**src/rtl/vga_ctrl.sv**
```systemverilog
// VGA raster timing generator: free-running h/v counters on pclk, with active-low
// syncs, an active-region flag, frame-buffer addresses and gated RGB output.
module vga_ctrl #(
    parameter int h_size  = 640,
    parameter int v_size  = 480,
    parameter int h_sync  = 96,
    parameter int h_back  = 48,
    parameter int h_front = 16,
    parameter int v_sync  = 2,
    parameter int v_back  = 33,
    parameter int v_front = 10
) (
    input  logic                        pclk,
    input  logic                        reset,
    input  logic [23:0]                 vga_data,
    output logic [$clog2(h_size)-1:0]   h_addr,
    output logic [$clog2(v_size)-1:0]   v_addr,
    output logic                        hsync,
    output logic                        vsync,
    output logic                        valid,
    output logic [7:0]                  vga_r,
    output logic [7:0]                  vga_g,
    output logic [7:0]                  vga_b
);

    localparam int H_TOTAL = h_sync + h_back + h_size + h_front;
    localparam int V_TOTAL = v_sync + v_back + v_size + v_front;
    localparam int HW      = $clog2(h_size);
    localparam int VW      = $clog2(v_size);
    localparam int HCW     = $clog2(H_TOTAL);
    localparam int VCW     = $clog2(V_TOTAL);

    localparam logic [HCW-1:0] H_LAST     = HCW'(H_TOTAL - 1);
    localparam logic [HCW-1:0] H_SYNC_END = HCW'(h_sync);
    localparam logic [HCW-1:0] HA0        = HCW'(h_sync + h_back);
    localparam logic [HCW-1:0] HA1        = HCW'(h_sync + h_back + h_size);

    localparam logic [VCW-1:0] V_LAST     = VCW'(V_TOTAL - 1);
    localparam logic [VCW-1:0] V_SYNC_END = VCW'(v_sync);
    localparam logic [VCW-1:0] VA0        = VCW'(v_sync + v_back);
    localparam logic [VCW-1:0] VA1        = VCW'(v_sync + v_back + v_size);

    logic [HCW-1:0] h_cnt;
    logic [VCW-1:0] v_cnt;
    logic           h_active;
    logic           v_active;

    always_ff @(posedge pclk) begin
        if (reset) begin
            h_cnt <= '0;
            v_cnt <= '0;
        end else if (h_cnt == H_LAST) begin
            h_cnt <= '0;
            // v advances only on the line wrap; both wrap together at frame end
            if (v_cnt == V_LAST) begin
                v_cnt <= '0;
            end else begin
                v_cnt <= v_cnt + VCW'(1);
            end
        end else begin
            h_cnt <= h_cnt + HCW'(1);
        end
    end

    always_comb begin
        h_active = (h_cnt >= HA0) && (h_cnt < HA1);
        v_active = (v_cnt >= VA0) && (v_cnt < VA1);
        hsync    = (h_cnt >= H_SYNC_END);
        vsync    = (v_cnt >= V_SYNC_END);
        valid    = h_active && v_active;
        h_addr   = h_active ? HW'(h_cnt - HA0) : '0;
        v_addr   = v_active ? VW'(v_cnt - VA0) : '0;
        // memory read is asynchronous, so the data belongs to this cycle's address
        {vga_r, vga_g, vga_b} = valid ? vga_data : 24'h0;
    end

endmodule

```
**config.mk**
```make
export PLATFORM = sky130hd
export DESIGN_NAME = vga_ctrl
export DESIGN_NICKNAME = d
export VERILOG_FILES = /design/src/rtl/vga_ctrl.sv
export SDC_FILE = /design/constraint.sdc
export NUM_CORES = 1
export LEC_CHECK = 0
export CAP_MARGIN = 0
export CELL_PAD_IN_SITES_DETAIL_PLACEMENT = 1
export CELL_PAD_IN_SITES_GLOBAL_PLACEMENT = 2
export CORE_UTILIZATION = 23
export DETAILED_ROUTE_END_ITERATION = 16
export PLACE_DENSITY_LB_ADDON = 0.1
export SYNTH_ARGS = -nofsm -noshare
export SYNTH_HDL_FRONTEND = slang
export SYNTH_SLANG_ARGS = --single-unit
```
**constraint.sdc**
```tcl
create_clock -name pclk -period 2.5 [get_ports pclk]
set_input_delay 0.375 -clock pclk [delete_from_list [all_inputs] [get_ports pclk]]
set_output_delay 0.375 -clock pclk [all_outputs]
set_load 0.005 [all_outputs]
```
# --- After elaboration in Yosys (flattened, before gate mapping) ---
# Cells that the tools add are included.
totals:
  regBits: 20
  out_inout_bits: 46
  word_cells: 22
op_classes:
  n_addsub: 4
  order_cmp: 6
  n_eq_ne: 2
  muxes: 4
  n_reduce_logical: 4
ops:
  columns: ["cell", "count"]
  rows:
  - ["$mux W24", 1]
  - ["$add A10 B1 Y10 const B", 2]
  - ["$eq A10 B10 Y1 const B", 2]
  - ["$lt A10 B10 Y1 const B", 2]
  - ["$mux W10", 2]
  - ["$ge A10 B2 Y1 const B", 1]
  - ["$ge A10 B6 Y1 const B", 1]
  - ["$ge A10 B7 Y1 const B", 1]
  - ["$ge A10 B8 Y1 const B", 1]
  - ["$sub A10 B8 Y10 const B", 1]
  - ["$mux W9", 1]
  - ["$sub A9 B6 Y9 const B", 1]
  - ["$logic_and A1 B1 Y1", 3]
  - ["$reduce_or A2 Y1", 1]

# --- Longest topological paths before layout ---
# Gate-level depths: netlist (run 1).
logic_depth:
  ltp_word: 4
  ltp_mapped: 8

# --- Least setup slack after synthesis (run 1) ---
# Ideal clock, no wire load.
synth_path:
  path_kind: "flip-flop to output port"
  from: "register h_cnt[5]"
  to: "output port h_addr[8]"
  arrival_time_ps: 1795
  path_slack_ps: 330
  path_stages_with_launch: 9
  path_buffers: 2
  cell_sequence: "dfxtp_1 clkbuf_1 inv_1 ha_1 nor4bb_1 o41ai_2 or2_1 buf_2 nor2_1"
synth_between:
  elab_chain_cells: 3
  elab_cells_between_ends: 5
  classes_between: "add/sub: 1; order compare: 2; mux: 1; reduce/logical: 1"
synth_rtl:
  columns: ["item", "line_no", "text"]
  rows:
  - ["start, declared", "43", "logic [HCW-1:0] h_cnt;"]
  - ["start signal, assigned", "61", "h_cnt <= h_cnt + HCW'(1);"]
  - ["$ge A10 B8 Y1 or $lt A10 B10 Y1 (tied branches)", "66", "h_active = (h_cnt >= HA0) && (h_cnt < HA1);"]
  - ["$logic_and A1 B1 Y1", "66", null]
  - ["$mux W10 (*)", "71", "h_addr = h_active ? HW'(h_cnt - HA0) : '0;"]
  - ["end, declared", "16", "output logic [$clog2(h_size)-1:0] h_addr,"]
# Every way passes the cells marked *; elsewhere a longest branch is shown, timed or not.

# --- Worst setup path in the final report (run 1) ---
layout_path:
  from: "register h_cnt[4]"
  to: "output port vga_r[7]"
layout_between:
  elab_chain_cells: 4
  elab_cells_between_ends: 5
  classes_between: "order compare: 2; mux: 1; reduce/logical: 2"
layout_rtl:
  columns: ["item", "line_no", "text"]
  rows:
  - ["$ge A10 B8 Y1 or $lt A10 B10 Y1 (tied branches)", "66", null]
  - ["$logic_and A1 B1 Y1 (*)", "66", null]
  - ["$logic_and A1 B1 Y1 (*)", "70", "valid = h_active && v_active;"]
  - ["$mux W24 (*)", "74", "{vga_r, vga_g, vga_b} = valid ? vga_data : 24'h0;"]
  - ["end, declared", "21", "output logic [7:0] vga_r,"]
# Marks and branches as above.

==> results of run 1 <==
## how the worst max path moves through the flow
stage                     startpoint   endpoint  slack (ps)  depth (start not counted)
final                       h_cnt[4]   vga_r[7]           7                         10
after detailed placement    h_cnt[5]  h_addr[7]         -80                          7
after global placement      h_cnt[4]  h_addr[7]         -30                          6
after global routing        h_cnt[4]   vga_r[7]         -70                         10
after CTS                   h_cnt[1]   vga_r[7]         -80                         10
after floorplan             h_cnt[5]  h_addr[8]         330                          8
## metal layers
| layer | vias to the layer above | share of wire |
|---|---|---|
| met5 | - | 0 |
| met3 | 4 | 0.067 |
| li1 | 928 | - |
| met4 | 0 | 0.0083 |
| met2 | 57 | 0.47 |
| met1 | 864 | 0.46 |
## synth_stat cells (all sizes together)
cell    instances  area share
buf            15       0.060
nand2b          3       0.011
nor4bb          1      0.0058
a21oi           9       0.026
a211o           1      0.0051
a211oi          1       0.012
o41ai           2       0.019
ha              9       0.065
or2             2      0.0073
nand2          10       0.022
nand3           8       0.026
or3             3       0.011
nor2b           1      0.0036
nand4           4       0.015
a41o            1      0.0058
inv            10       0.022
xnor2          17       0.087
and4            1      0.0051
o211a           2       0.012
dfxtp          20        0.23
o31a            1      0.0051
nand3b          1      0.0044
and4b           1      0.0058
clkbuf          4      0.0087
and2           25       0.091
nor2           37       0.081
mux2i           1      0.0058
and3            3       0.011
xor2            3       0.015
nand4b          2       0.028
o21ai           1      0.0029
a21o            3       0.014
a2111o          1      0.0065
nor4            7       0.038
nor3           10       0.032
## registers in the layout, summed over array words and instances (netlist names)
name / count
h_cnt: 10
v_cnt: 10
## per-stage QoR
step | setup slack, ps | util
final | 6.63 | 0.404
after global routing | -72.7 | 0.404
after CTS | -81.3 | 0.400
after detailed placement | -77.1 | 0.368
after global placement | -25.2 | 0.368
after floorplan | 330 | -
## area by class of cell
class / count / area, um^2 / share of cell area
clock buffers: 3 / 41.3 / 0.0141
well taps: 99 / 124 / 0.0423
clock inverters: 1 / 30.0 / 0.0103
inverters: 10 / 40.0 / 0.0137
multi-input cells: 171 / 1300 / 0.444
flip-flops and latches: 20 / 410 / 0.140
repair buffers: 113 / 983 / 0.336
## where the power goes
part | internal [mW] | total, mW | switching (mW)
Combinational | 0.0565 | 0.0838 | 0.0272
Clock | 0.214 | 0.343 | 0.129
Sequential | 0.323 | 0.326 | 0.00332
Total | 0.594 | 0.753 | 0.159
## cells by family (layout without fill, tap and decap cells)
| logic type | after synthesis | after routing | synth area share |
|---|---|---|---|
| AO/OA/AOI/OAI | 22 | 22 | 0.108 |
| flip-flops | 20 | 20 | 0.233 |
| XOR/XNOR | 20 | 20 | 0.102 |
| multiplexers | 1 | 1 | 0.00582 |
| buffers and inverters | 29 | 127 | 0.0902 |
| AND/OR/NAND/NOR | 119 | 119 | 0.396 |
| adder cells (fa/ha/maj) | 9 | 9 | 0.0655 |
## repair_timing
action | CTS | global route
gates resized for setup | 143 | 35
endpoints found under the setup margin | 44 | 36
pin swaps | 8 | 9
buffers inserted | 12 | 3
cloned | 2 | 0
## worst max-delay path, cell delays in order, from the launching register on
cell	delay, ps
dfxtp_2	340
buf_6	120
inv_4	60
ha_4	140
nand2b_4	70
o211a_4	240
buf_6	120
a211oi_4	230
buf_4	210
and2_4	140
clkdlybuf4s15_2	190
==> flow_summary.json, run 1 <==
{
  "outcome": "complete, no violations",
  "root_buffer": "clkbuf_8",
  "tns_ps": 0,
  "cp-end-kind": "output port",
  "syn_area_per_cell_um2": 7.82,
  "antenna_found_initial": 0,
  "place_hpwl_um": 4380,
  "worstHoldEndpoint": "h_cnt[0]",
  "die_area_um2": 7830,
  "holdWs_ps": 518,
  "gr-usage-met3": 0.0280,
  "syn_to_final_growth_pct": 70.3,
  "die_w_um": 88.5,
  "power_leakage_nw": 1.45,
  "slew_violations": 0,
  "dpl.cell_count": 400,
  "viasPerCell": 4.44,
  "io_buffers": 71,
  "clk_pin_slew_worst_paths_ps": 90,
  "dieHeight_um": 88.5,
  "busiest_layer": "met2",
  "cts_tree": "done",
  "wl_per_cell_um": 14.7,
  "synth_seq_cells": 20,
  "detail-route-antenna-nets": 0,
  "crit_required_ps": 2120,
  "critPathKind": "reg2out",
  "min_from": "h_cnt[0]",
  "cts_inserted_buffers": 3,
  "crit_fanout": 12,
  "setup_viol": 0,
  "critPathLaunchType": "flop",
  "grt_usage": 0.160,
  "nets": 354,
  "core_area_um2": 7250,
  "worstHoldPathType": "reg2reg",
  "worst_skew_pair.late_latency_ps": 270,
  "maxCapViolations": 0,
  "fill_cells": 886,
  "post-route-period-util": 0.997,
  "final_area_um2": 2930,
  "max_freq_mhz": 401,
  "overflow": 0,
  "syn-cell-area_um2": 1720,
  "max-vdd-ir-drop_mv": 0.164,
  "slew-limit-headroom": 0.719,
  "tightest_slew_ps": 421,
  "syn_nets": 255,
  "first_iter_violations": 39,
  "gp_congestion": 0.739,
  "synth_sequential_area_ratio": 0.233,
  "reg2reg_from": "h_cnt[0]",
  "ff2ff_setup_slack_ps": 630,
  "ys_warn_count": 0,
  "timing.rr.end": "v_cnt[6]",
  "placed_cell_area_um2": 2670,
  "drt_pass1_iterations": 4,
  "final_cell_mix": "nor2_1 (37), buf_4 (36), clkdlybuf4s50_1 (32), xnor2_1 (17)",
  "antenna_cells": 0,
  "final_common_cell": "nor2_1",
  "grt_pass1_wl_um": 9600,
  "hold_viol_final": 0,
  "arrival_ps": 2120,
  "cts_hold_buffers": 0,
  "pin_count": 72,
  "ff2ff_path_depth": 6,
  "power_density_nw_per_um2": 257,
  "vias": 1853,
  "rsz0062_at_grt": "yes",
  "clock_sinks": 20,
  "rows": 31,
  "start_util": 0.237,
  "met2_usage": 0.285,
  "synth_cell_types": 42,
  "clockBufferDepth": 2,
  "finalClockSkew_ps": 2.56,
  "finalCriticalPeriod_ps": 2490,
  "cts-htree-levels": 1,
  "whs_path_depth": 2,
  "met1_usage": 0.198,
  "grt_max_degree": 14,
  "drt-total-wl_um": 6140,
  "power_uw": 753,
  "syn_inst": 220,
  "grt_pass1_vias": 1831,
  "drc_errors": 0,
  "stdcell_count": 417,
  "drive_above_1_share": 0.368
}
(Power assumes the default switching activity.)
==> run 2, diff against run 1 <==
--- a/config.mk
+++ b/config.mk
@@ -8,9 +8,11 @@
 export CAP_MARGIN = 0
 export CELL_PAD_IN_SITES_DETAIL_PLACEMENT = 1
 export CELL_PAD_IN_SITES_GLOBAL_PLACEMENT = 2
+export CORE_ASPECT_RATIO = 0.6
 export CORE_UTILIZATION = 23
 export DETAILED_ROUTE_END_ITERATION = 16
 export PLACE_DENSITY_LB_ADDON = 0.1
 export SYNTH_ARGS = -nofsm -noshare
 export SYNTH_HDL_FRONTEND = slang
 export SYNTH_SLANG_ARGS = --single-unit
+export TNS_END_PERCENT = 30
==> flow_summary.json, run 2 (synthesis results as in run 1) <==
{
  "outcome": "complete, no violations",
  "viasPerCell": 4.41,
  "cts_inserted_buffers": 3,
  "crit_required_ps": 2120,
  "path_buf_inv": 1,
  "cts_tree": "done",
  "timing.final.ws_setup_ps": 68.6,
  "crit_family": "simple AND/OR/NAND/NOR gates",
  "gp_congestion": 0.742,
  "detail-route-antenna-nets": 0,
  "wl_per_cell_um": 15.1,
  "dieHeight_um": 69.0,
  "grt_pass1_wl_um": 9830,
  "max_freq_mhz": 411,
  "cts_hold_buffers": 0,
  "root_buffer": "clkbuf_16",
  "drt-total-wl_um": 6290,
  "place_hpwl_um": 4900,
  "post-route-period-util": 0.973,
  "final_common_cell": "buf_4",
  "power_frac_seq": 0.417,
  "finalCriticalPeriod_ps": 2430,
  "finalClockSkew_ps": 5.12,
  "clock_sinks": 20,
  "nets": 353,
  "hold_viol_final": 0,
  "p_clk_frac": 0.478,
  "critPathKind": "reg2out",
  "grt_max_degree": 14,
  "pin_count": 72,
  "core_area_um2": 6940,
  "die_area_um2": 7840,
  "path_cells": "nor4_4, nand3_2, and2_4, a21oi_1, clkdlybuf4s50_1",
  "critPathLaunchType": "flop",
  "power_leakage_nw": 1.38,
  "share_comb_of_total_power": 0.106,
  "max_stage_delay_ps": 530,
  "die_w_um": 114,
  "cp_slowest_cell": "clkdlybuf4s50_1",
  "switching_share": 0.203,
  "setup_viol": 0,
  "pre_cts_ws_ps": -226,
  "io_buffers": 71,
  "maxCapViolations": 0,
  "drt_pass1_iterations": 4,
  "vias": 1840,
  "p_switching_uw": 159,
  "tightest_slew_ps": 404,
  "reg_top3": "h_cnt (10), v_cnt (10)",
  "grt_pass1_vias": 1825,
  "drive_above_1_share": 0.325,
  "tns_ps": 0,
  "syn_to_final_growth_pct": 65.9,
  "antenna_found_initial": 0,
  "crit_fanout": 9,
  "power_density_nw_per_um2": 274,
  "slew-limit-headroom": 0.729,
  "power_uw": 783,
  "worst_skew_pair.late_latency_ps": 260,
  "cp-end-kind": "output port",
  "worstHoldPathType": "reg2reg",
  "max-vdd-ir-drop_mv": 0.276,
  "arrival_ps": 2060,
  "clk_pin_slew_worst_paths_ps": 60,
  "overflow": 0,
  "final_cell_mix": "buf_4 (37), nor2_1 (36), clkdlybuf4s50_1 (35), and2_1 (24), xnor2_1 (17)",
  "antenna_cells": 0,
  "start_util": 0.248,
  "slew_violations": 0,
  "clockBufferDepth": 2,
  "first_iter_violations": 90,
  "rows": 23,
  "drc_errors": 0,
  "rsz0062_at_grt": "yes",
  "cts-htree-levels": 1,
  "grt_usage": 0.167,
  "p_int_uw": 625
}
-- run 2: cell count changes in the layout (fill, tap and decap cells not counted), sizes merged --
cell,delta
buf,-15
clkdlybuf4s50,+3
bufinv,-1
clkbuf,+13
dlygate4sd2,+4
clkdlybuf4s15,-2
dlymetal6s2s,-3
-- run 2: layer usage --
layer / wire length (um) / GRT usage / vias up / share of wire
li1: - / - / 935 / -
met1: 3500 / 0.250 / 855 / 0.56
met4: 30 / 0.0247 / 0 / 0.0048
met5: 0 / 0 / - / 0
met2: 2440 / 0.249 / 46 / 0.39
met3: 311 / 0.0323 / 4 / 0.049
-- run 2: worst min-delay path, delay by kind of cell, from the launching register on --
kind / cells / cell delay (ps)
xor+xnor: 1 / 160
flops: 1 / 360
simple gates: 1 / 40
-- run 2: power by group through the flow --
stage / Combinational (mW) / Sequential (mW) / Clock (mW)
final: 0.0827 / 0.326 / 0.374
after global routing: 0.0897 / 0.327 / 0.402
after CTS: 0.0836 / 0.326 / 0.384
after detailed placement: 0.0712 / 0.332 / 0
after global placement: 0.0702 / 0.332 / 0
after floorplan: 0.0147 / 0.334 / 0
-- run 2: repair_timing --
| action | CTS | global route |
|---|---|---|
| cloned | 1 | 0 |
| endpoints found under the setup margin | 44 | 34 |
| pin swaps | 6 | 9 |
| resized for setup | 94 | 38 |
| setup buffers | 8 | 2 |
-- run 2: through the flow --
stage / util / hold slack [ps] / cells / instance area (um^2)
3_3_place_gp: 0.388 / 508 / 404 / 2690
2_1_floorplan: - / 430 / 220 / 1720
5_1_grt: 0.412 / 601 / 417 / 2850
6_report: 0.412 / 585 / 417 / 2850
4_1_cts: 0.417 / 601 / 416 / 2900
3_5_place_dp: 0.388 / 521 / 404 / 2690
-- run 2: worst paths after layout --
path,from,end,cells past startpoint,slack (ps)
max,v_cnt[5],v_addr[8],5,70
max reg2reg,h_cnt[0],v_cnt[0],7,560
min reg2reg,v_cnt[8],v_cnt[8],2,590
min,v_cnt[8],v_cnt[8],2,590
-- run 2: cell type report --
type,instances,area [um^2]
inverters,10,40.0
multi-input cells,171,1270
flip-flops and latches,20,412
clock buffers,4,88.8
well taps,100,125
fillers,854,4080
repair buffers,112,918
==> run 3, diff against run 2 <==
--- a/config.mk
+++ b/config.mk
@@ -5,11 +5,11 @@
 export SDC_FILE = /design/constraint.sdc
 export NUM_CORES = 1
 export LEC_CHECK = 0
-export CAP_MARGIN = 0
 export CELL_PAD_IN_SITES_DETAIL_PLACEMENT = 1
 export CELL_PAD_IN_SITES_GLOBAL_PLACEMENT = 2
 export CORE_ASPECT_RATIO = 0.6
-export CORE_UTILIZATION = 23
+export CORE_UTILIZATION = 24
+export CTS_BUF_LIST = sky130_fd_sc_hd__clkbuf_4
 export DETAILED_ROUTE_END_ITERATION = 16
 export PLACE_DENSITY_LB_ADDON = 0.1
 export SYNTH_ARGS = -nofsm -noshare
==> flow_summary.json, run 3 (synthesis results as in run 1) <==
{
  "drt_pass1_iterations": 10,
  "core_area_um2": 6790,
  "dpl.cell_count": 396,
  "root_buffer": "clkbuf_4",
  "p_int_uw": 538,
  "dieHeight_um": 67.6,
  "clock_sinks": 20,
  "pre_cts_ws_ps": -170,
  "multi_input_area_um2": 1340,
  "switching_share": 0.216,
  "power_uw": 685,
  "worstHoldPathType": "reg2reg",
  "p_clk_frac": 0.410,
  "path_buf_inv": 7,
  "path_common_cell": "buf_6",
  "arrival_ps": 2190,
  "final_common_cell": "buf_4",
  "grt_pass1_wl_um": 10100,
  "nets": 358,
  "ff2ff_path_depth": 6,
  "hold_viol_final": 0,
  "grt_usage": 0.174,
  "fill_cells": 802,
  "gp_congestion": 0.795,
  "path_cells": "buf_6, inv_4, ha_4, nand2b_4, buf_6, o211a_4, a211oi_4, buf_6, buf_6, buf_16, and2_4, buf_6",
  "die_area_um2": 7520,
  "worst_skew_pair.late_latency_ps": 320,
  "placed_cell_area_um2": 2710,
  "p_switching_uw": 148,
  "reg_top3": "h_cnt (10), v_cnt (10)",
  "cts_inserted_buffers": 3,
  "rsz0062_at_grt": "yes",
  "power_frac_seq": 0.476,
  "max-vdd-ir-drop_mv": 0.127,
  "power_leakage_nw": 1.48,
  "first_iter_violations": 67,
  "max_stage_delay_ps": 350,
  "final_cell_mix": "buf_4 (36), nor2_1 (33), clkdlybuf4s50_1 (30), buf_6 (24)",
  "maxCapViolations": 0,
  "stdcell_count": 409,
  "tightest_slew_ps": 455,
  "io_buffers": 71,
  "slew_violations": 0,
  "outcome": "finished, violations left",
  "grt_pass1_vias": 1873,
  "whs_path_depth": 2,
  "slew-limit-headroom": 0.697,
  "detail-route-antenna-nets": 0,
  "critPathLaunchType": "flop",
  "start_util": 0.253,
  "antenna_cells": 0,
  "crit_family": "buffers and inverters",
  "cts-htree-levels": 1,
  "clockBufferDepth": 2,
  "drc_errors": 24,
  "crit_required_ps": 2120,
  "final_area_um2": 3020,
  "setup_viol": 13,
  "seqCellArea_um2": 413,
  "wl_per_cell_um": 15.5,
  "finalClockSkew_ps": 14.8,
  "vias": 1873,
  "critPathKind": "reg2out",
  "grt_max_degree": 13,
  "overflow": 0,
  "violations": "design-rule violations, negative setup slack",
  "pin_count": 72,
  "path_depth": 12,
  "share_comb_of_total_power": 0.114,
  "rows": 23,
  "drt-total-wl_um": 6340,
  "power_density_nw_per_um2": 227,
  "crit_fanout": 6,
  "cp-end-kind": "output port",
  "max_freq_mhz": 389,
  "cp_slowest_cell": "dfxtp_2",
  "cts_tree": "done",
  "drive_above_1_share": 0.432,
  "die_w_um": 111,
  "finalCriticalPeriod_ps": 2570,
  "syn_to_final_growth_pct": 75.7,
  "place_hpwl_um": 4710,
  "antenna_found_initial": 0,
  "timing.final.ws_setup_ps": -68.9,
  "cts_hold_buffers": 0,
  "post-route-period-util": 1.03,
  "viasPerCell": 4.58,
  "clk_pin_slew_worst_paths_ps": 140
}
## run 3: cell count changes in the layout (fill, tap and decap cells not counted), moves of 5 or more
cell,delta
dlygate4sd2_1,-8
clkdlybuf4s50_1,-5
buf_2,-5
and2_4,+16
buf_6,+22
and2_1,-16
## run 3: path summary, 6_finish.rpt
path	slack (ps)	startpoint	to
worst max register to register	660	h_cnt[0]	h_cnt[8]
worst min register to register	530	h_cnt[0]	h_cnt[0]
worst min-delay path	530	h_cnt[0]	h_cnt[0]
worst max-delay path	-70	h_cnt[4]	vga_r[4]
## run 3: metrics by stage
step,hold WS [ps],utilization,TNS [ps]
2_1_floorplan,430,-,0
3_3_place_gp,511,0.399,-91.1
3_5_place_dp,528,0.399,-2360
4_1_cts,534,0.447,-2370
5_1_grt,554,0.445,-3430
6_report,527,0.445,-834
## run 3: metal layers
| metal | part of all wire | vias to the layer above | GRT usage | routed length (um) |
|---|---|---|---|---|
| met3 | 0.076 | 5 | 0.0368 | 479 |
| met1 | 0.50 | 869 | 0.242 | 3170 |
| met4 | 0.0046 | 0 | 0.0253 | 29 |
| li1 | - | 935 | - | - |
| met2 | 0.42 | 64 | 0.282 | 2660 |
| met5 | 0 | - | 0 | 0 |
## run 3: area by class of cell
type / instances / area share
well taps: 87 / 0.0360
clock inverters: 1 / 0.00993
inverters: 10 / 0.0132
clock buffers: 3 / 0.00745
multi-input cells: 171 / 0.442
flip-flops and latches: 20 / 0.137
repair buffers: 117 / 0.355
## run 3: timing repair
action	in CTS	in global routing
cloned	2	0
setup buffers	7	1
setup endpoints to repair	44	43
endpoints found under the hold margin	0	0
gates resized for setup	165	46
pin swaps	23	7
## run 3: power groups by stage
stage | clock, mW | sequential, mW | combinational, mW
detailed placement | 0 | 0.332 | 0.0722
CTS | 0.293 | 0.327 | 0.0786
finish | 0.281 | 0.326 | 0.0780
global route | 0.306 | 0.327 | 0.0850
floorplan | 0 | 0.334 | 0.0147
global placement | 0 | 0.332 | 0.0716
## run 3: worst reg2reg max path: cells and delay by family, from the launching register on
kind                     cells  cell delay (ps)
AND/OR/NAND/NOR              4             1010
flip-flops                   1              360
buffers and inverters        1              110
adder cells (fa/ha/maj)      1              230
